[src/rtl/cv32e40p_data_arbiter.sv]
// rtl/cv32e40p_data_arbiter.sv - two-port data memory arbiter with in-order response routing
module cv32e40p_data_arbiter #(
  parameter int MAX_OUTSTANDING = 2
) (
  input  logic        clk,
  input  logic        rst,

  input  logic        p0_req_i,
  input  logic [31:0] p0_addr_i,
  input  logic        p0_we_i,
  input  logic [3:0]  p0_be_i,
  input  logic [31:0] p0_wdata_i,
  output logic        p0_gnt_o,
  output logic        p0_rvalid_o,
  output logic [31:0] p0_rdata_o,

  input  logic        p1_req_i,
  input  logic [31:0] p1_addr_i,
  input  logic        p1_we_i,
  input  logic [3:0]  p1_be_i,
  input  logic [31:0] p1_wdata_i,
  output logic        p1_gnt_o,
  output logic        p1_rvalid_o,
  output logic [31:0] p1_rdata_o,

  output logic        mem_req_o,
  output logic [31:0] mem_addr_o,
  output logic        mem_we_o,
  output logic [3:0]  mem_be_o,
  output logic [31:0] mem_wdata_o,
  input  logic        mem_gnt_i,
  input  logic        mem_rvalid_i,
  input  logic [31:0] mem_rdata_i,

  output logic        busy_o,
  output logic        err_o
);

  // Counter saturates at MAX_OUTSTANDING (at most 3), so two bits suffice.
  localparam logic [1:0] MAX_CNT = 2'(MAX_OUTSTANDING);

  typedef enum logic {
    ARB,
    HOLD
  } state_e;

  state_e state_q, state_d;

  logic [1:0] cnt_q, cnt_d;
  logic       last_q, last_d;
  logic       sel_q, sel_d;
  logic       err_q, err_d;

  // ID FIFO: bit 0 is the head, entries shift down on each pop.
  logic [MAX_OUTSTANDING-1:0] id_q, id_d;
  logic [1:0]                 wr_ptr;

  logic sel;
  logic sel_req;
  logic can_issue;
  logic grant;
  logic rv_acc;

  // Pick the port to present: the latched one while held, else round-robin.
  always_comb begin
    sel = 1'b0;
    if (state_q == HOLD) begin
      sel = sel_q;
    end else if (p0_req_i && p1_req_i) begin
      sel = ~last_q;
    end else if (p1_req_i) begin
      sel = 1'b1;
    end
  end

  assign sel_req   = sel ? p1_req_i : p0_req_i;
  // A response in the same cycle frees a slot, so issuing at the limit is safe.
  assign can_issue = (cnt_q < MAX_CNT) | mem_rvalid_i;
  assign mem_req_o = ~rst & can_issue & sel_req;

  assign mem_addr_o  = sel ? p1_addr_i  : p0_addr_i;
  assign mem_we_o    = sel ? p1_we_i    : p0_we_i;
  assign mem_be_o    = sel ? p1_be_i    : p0_be_i;
  assign mem_wdata_o = sel ? p1_wdata_i : p0_wdata_i;

  assign grant    = mem_req_o & mem_gnt_i;
  assign p0_gnt_o = grant & ~sel;
  assign p1_gnt_o = grant & sel;

  // A response with nothing outstanding is spurious and must not touch state.
  assign rv_acc      = mem_rvalid_i & (cnt_q != 2'd0);
  assign p0_rvalid_o = rv_acc & ~id_q[0];
  assign p1_rvalid_o = rv_acc & id_q[0];
  assign p0_rdata_o  = mem_rdata_i;
  assign p1_rdata_o  = mem_rdata_i;

  assign busy_o = (cnt_q != 2'd0);
  assign err_o  = err_q;

  // Arbitration FSM: hold the selected port stable while memory stalls the grant.
  always_comb begin
    state_d = state_q;
    sel_d   = sel_q;
    case (state_q)
      ARB: begin
        if (mem_req_o && !mem_gnt_i) begin
          state_d = HOLD;
          sel_d   = sel;
        end
      end
      HOLD: begin
        if (grant) begin
          state_d = ARB;
        end
      end
      default: state_d = ARB;
    endcase
  end

  // Outstanding count, round-robin history and the sticky protocol error.
  always_comb begin
    cnt_d  = cnt_q;
    last_d = last_q;
    err_d  = err_q;
    if (grant && !rv_acc) begin
      cnt_d = cnt_q + 2'd1;
    end else if (!grant && rv_acc) begin
      cnt_d = cnt_q - 2'd1;
    end
    if (grant) begin
      last_d = sel;
    end
    if (mem_rvalid_i && (cnt_q == 2'd0)) begin
      err_d = 1'b1;
    end
  end

  // ID FIFO update; a simultaneous pop moves the write slot down by one.
  always_comb begin
    id_d   = id_q;
    wr_ptr = rv_acc ? (cnt_q - 2'd1) : cnt_q;
    if (rv_acc) begin
      id_d = id_q >> 1;
    end
    for (int i = 0; i < MAX_OUTSTANDING; i++) begin
      if (grant && (i == int'(wr_ptr))) begin
        id_d[i] = sel;
      end
    end
  end

  // State registers with asynchronous reset; last_q resets to port 1 so port 0 wins the first tie.
  always_ff @(posedge clk or posedge rst) begin
    if (rst) begin
      state_q <= ARB;
      cnt_q   <= 2'd0;
      last_q  <= 1'b1;
      sel_q   <= 1'b0;
      err_q   <= 1'b0;
      id_q    <= '0;
    end else begin
      state_q <= state_d;
      cnt_q   <= cnt_d;
      last_q  <= last_d;
      sel_q   <= sel_d;
      err_q   <= err_d;
      id_q    <= id_d;
    end
  end

endmodule

[config.mk]
export PLATFORM = sky130hd
export DESIGN_NAME = cv32e40p_data_arbiter
export DESIGN_NICKNAME = d
export VERILOG_FILES = /design/src/rtl/cv32e40p_data_arbiter.sv
export SDC_FILE = /design/constraint.sdc
export NUM_CORES = 1
export LEC_CHECK = 0
export CAP_MARGIN = 20
export CORE_AREA = 2 2 123 125
export DETAILED_ROUTE_END_ITERATION = 16
export DIE_AREA = 0 0 125 127
export PLACE_DENSITY_LB_ADDON = 0.2
export SKIP_CTS_REPAIR_TIMING = 1
export SLEW_MARGIN = 15
export SYNTH_ARGS = -nofsm -noshare
export SYNTH_HDL_FRONTEND = slang
export SYNTH_SLANG_ARGS = --single-unit
export TNS_END_PERCENT = 20
[constraint.sdc]
create_clock -name clk -period 5.4 [get_ports clk]
set_input_delay 0.81 -clock clk [delete_from_list [all_inputs] [get_ports clk]]
set_output_delay 0.81 -clock clk [all_outputs]
set_load 0.02 [all_outputs]
-- After elaboration in Yosys (flattened, before gate mapping)
Index checks and enable logic that the tools add are counted.
- add/sub/neg operators: 2
- magnitude comparators: 1
- equal/unequal tests: 1
- mux-type cells: 17
- bitwise gates (word level): 14
- reduce and logical (&&, ||, !) cells: 17
- operators with widths (operator ; number):
    32-bit two-way mux ; 2
    1-bit two-way mux ; 9
    1-bit AND ; 8
    2-bit two-way mux ; 4
    2-bit nonzero test ; 4
    1-bit logical AND ; 7
    1-bit inverter ; 5
    2-bit zero test ; 2
    4-bit two-way mux ; 1
    1-bit zero test ; 3
    2-bit by 1-bit adder with 2-bit output, second input constant ; 1
    2-bit == test, first input constant ; 1
    2-bit < comparator, second input constant ; 1
    1-bit one-hot mux with 2 select lines ; 1
    2-bit AND reduction ; 1
    2-bit by 1-bit subtractor with 2-bit output, second input constant ; 1
    1-bit bitwise OR ; 1
- register bits: 8
- input port bits: 176
- output and inout bits: 140
- logic and storage cells: 59

-- Logic depth before layout (Yosys ltp)
- depth after elaboration: 10
- gate-level depth with buffers: 8
- mapped depth without buffers: 6

-- Worst setup path before layout
Ideal clock, no wire load.
- path type: in2out
- start point: input p1_req_i
- end point: output mem_addr_o[0]
- data arrival time: 1.855 ns
- required time: 4.590 ns
- path slack: 2.735 ns
- stages: 4
- buffers on the path: 1
- path through: a21boi_2 -> mux2i_4 -> buf_6 -> mux2_2
- cells in the longest elaborated chain, start to end: 4
- elaborated cells between the ends (all ways): 5
- those cells by class: mux (4); reduce/logical (1)
- ends and longest elaborated chain (element ; RTL line ; source):
    start: declaration ; 17 ; input logic p1_req_i,
    1-bit two-way mux / 1-bit logical AND (equally long branches) ; 71, 69 ;
    1-bit two-way mux * ; 69 ; end else if (p0_req_i && p1_req_i) begin
    1-bit two-way mux * ; 67 ; if (state_q == HOLD) begin
    32-bit two-way mux * ; 81 ; assign mem_addr_o = sel ? p1_addr_i : p0_addr_i;
    end: declaration ; 27 ; output logic [31:0] mem_addr_o,
Mark *: on every way between the ends. The rest lies on a longest branch, timed or not.

-- Worst setup path after layout
- start point: input p1_req_i
- end point: output mem_wdata_o[21]
- cells in the longest elaborated chain, start to end: 4
- elaborated cells between the ends (all ways): 5
- those cells by class: mux (4); reduce/logical (1)
- ends and longest elaborated chain (element ; RTL line ; source):
    1-bit two-way mux / 1-bit logical AND (equally long branches) ; 71, 69 ;
    1-bit two-way mux * ; 69 ;
    1-bit two-way mux * ; 67 ;
    32-bit two-way mux * ; 84 ; assign mem_wdata_o = sel ? p1_wdata_i : p0_wdata_i;
    end: declaration ; 30 ; output logic [31:0] mem_wdata_o,
Marks and branches as above.

==> results.md <==
* Status: complete, no violations
* Root buf cell: clkbuf_16
* Initial Util at 13.1%
* HP Start: err_o
* Final Util at 26.6%
* Hold Fails Final Rpt at 0
* Vias in the first global route at 2,090
* DP Wirelength at 6720 microns
* Met2 GRT Util at 16.6%
* Top Ports at 316
* First-pass DRT Iterations at 4
* Slowest CP cell: clkdlybuf4s50_1
* Most used routing layer: met2
* Leading area contributor after synthesis: mux2_2
* CTS H-tree depth at 1
* Syn Nets at 372
* Slew HR at 43.2%
* Register-to-register setup slack at 3.18 ns
* Met1 usage in global routing at 8.48%
* GPL Wtd Cong at 0.757
* Antenna diode count at 0
* Xor/xnor share of the synthesized area at 0.927%
* Most frequent cells in the layout: clkdlybuf4s50_1, mux2_2, dfrtp_1
* Clock sinks at 8
* Final ANT Viol Nets at 0
* Layout cell share with drive strength beyond 1 at 24.8%
* Register area share after synthesis at 10.7%
* Placed cells at 527
* Final setup viols at 0
* Max Freq at 252 MHz
* Synthesized area per cell at 9.70 sq um
* Post-synthesis compound-gate area fraction at 5.29%
* Die Area at 0.0159 sq mm
* Critical Path AT at 3.15 ns
* Worst clock skew at 0.00313 ns
* Mux contribution to synthesized area at 44.5%
* Worst Hold End: err_o
* Measured slew at the worst slew-check pin at 0.850 ns
* Asr flop ratio synth at 100%
* CP Class: primary input to output pin
* Main combinational cell family by area after synthesis: multiplexers
* Die Y at 127 microns
* R2R Path Start: cnt_q[0]
* Largest net degree at the start of global routing at 48
* Mapped Cells at 195
* PD cells at 385 mW/mm^2
* GRT Overall Usage at 8.60%
* Synth warn at 0
* TritonCTS buffer count at 3
* Num rows at 44
* Max_cap viols at 0
* Worst skew pair latency at 0.23 ns
* Mapped cell area at 0.00189 sq mm
* Fin. max-slew vios at 0
* CTS tree: yes
* Met3 Track Usage GR at 3.43%
* Most common cell after layout, fill and taps aside: clkdlybuf4s50_1
* Synth Register Bits at 8
* Top cells by area, synth: mux2_2, buf_4, dfrtp_1, buf_6, mux2i_1
* Leakage at 1.41 nW
* Vias at 1,976
* Hold WS at 0.449 ns
* Reg-to-Reg End: id_q[0]
* Antenna violations before repair at 0
* Startpoint Class: primary input
* Final WS setup at 1.44 ns
* Final period util at 73.4%
* First-pass GRT wire length at 11,100 microns
* Post-Route WL at 7750 microns
* Vias/cell at 3.72
* Port Buffers at 219
* Critical path's most frequent cell: clkdlybuf4s50_1
* Post-Synth Adder-Cell Area at 1.79%
* Drc violations at 0
* Area share of the largest cell type after synthesis at 41.7%
* Synth cell types at 34
* Max VDD drop at 0.182 mV
* Clk buf depth at 2
* Top FF cell, synth: dfrtp_1
* Hold path cells at 1
* Reg clk slew, reported paths at 0.04 ns
* Core area at 0.0144 sq mm
* Tmin final at 3.96 ns
* Die Width at 125 microns
* CP Capture Type: output pin
* Grt ovf at 0
* TNS Setup at 0 ns
* Worst path required time at 4.59 ns
* Slowest stage delay, CP at 0.55 ns
* EDFF count, synth at 0
* Worst Hold Class: register to register
* Nets at 525
* Area growth from synthesis to layout at 103%
* Pre-CTS WS at 1.43 ns
* DRT iter0 DRCs at 24
* Fill count at 1,516
* CP Max Fanout at 47
* Drt wl/cell at 14.6 microns
* Layout Cells excl Fill at 531
* Post-Synth Simple-Gate Area at 5.82%
* Reg2Reg Depth at 6
* RSZ-0062 raised after global routing: false
* CP Cell Sequence: clkdlybuf4s50_1 > a21boi_2 > mux2i_4 > buf_4 > mux2_2 > clkdlybuf4s50_1
[kinds of logic (layout without fill, tap and decap cells)]
group | Yosys count | after routing
fa+ha+maj | 3 | 3
compound gates | 11 | 11
flops | 8 | 8
xor+xnor | 2 | 2
simple gates | 19 | 19
buf+inv | 78 | 230
mux | 74 | 74
[cell type report]
type / instances / area [sq um] / area share (%)
clock buffers: 4 / 78.8 / 2.05
inverters: 5 / 18.8 / 0.489
multi-input cells: 109 / 1100 / 28.7
well taps: 184 / 230 / 6.00
flip-flops and latches: 8 / 201 / 5.25
repair buffers: 221 / 2210 / 57.5
[worst max-delay path by stage]
stage / cells after the start / endpoint / startpoint / slack (ns)
floorplan: 4 / mem_addr_o[0] / p1_req_i / 2.74
global placement: 6 / mem_addr_o[12] / p1_req_i / 1.46
detailed placement: 6 / mem_addr_o[12] / p1_req_i / 1.43
CTS: 6 / mem_wdata_o[21] / p1_req_i / 1.41
global route: 6 / mem_wdata_o[21] / p1_req_i / 1.34
finish: 6 / mem_wdata_o[21] / p1_req_i / 1.44
[where the power goes]
| part | switching, W | total (W) | internal [W] |
|---|---|---|---|
| logic | 0.000559 | 0.00124 | 0.000680 |
| registers | 0.0000277 | 0.000111 | 0.0000837 |
| clock network | 0.0000286 | 0.000127 | 0.0000983 |
| total | 0.000615 | 0.00148 | 0.000862 |
[metrics by stage]
step	instance area [sq um]	power, W
2_1_floorplan	1890	0.000951
3_5_place_dp	3760	0.00136
5_1_grt	3840	0.00156
6_report	3840	0.00148
4_1_cts	3840	0.00150
3_3_place_gp	3760	0.00137
[cells in the mapped netlist, types with 2 or more instances]
cell / count
inv_1: 4
dfrtp_1: 7
buf_6: 7
nor2_1: 5
mux2i_1: 3
o22ai_1: 2
and2_1: 2
nor3_1: 2
nand2_1: 4
xnor2_1: 2
a21oi_1: 2
buf_4: 64
mux2_2: 70
[critical path: cells and delay by family]
kind,cells,cell delay [ns]
AOI/OAI and AO/OA,1,0.20
buffers and inverters,3,1.52
muxes,2,0.57
[routing by layer]
| layer | routed length [microns] | part of all wire, % |
|---|---|---|
| met5 | 0 | 0 |
| met4 | 198 | 2.6 |
| met3 | 952 | 12 |
| met2 | 4000 | 52 |
| met1 | 2600 | 34 |
Note: power is estimated with default switching activity, not from simulation.
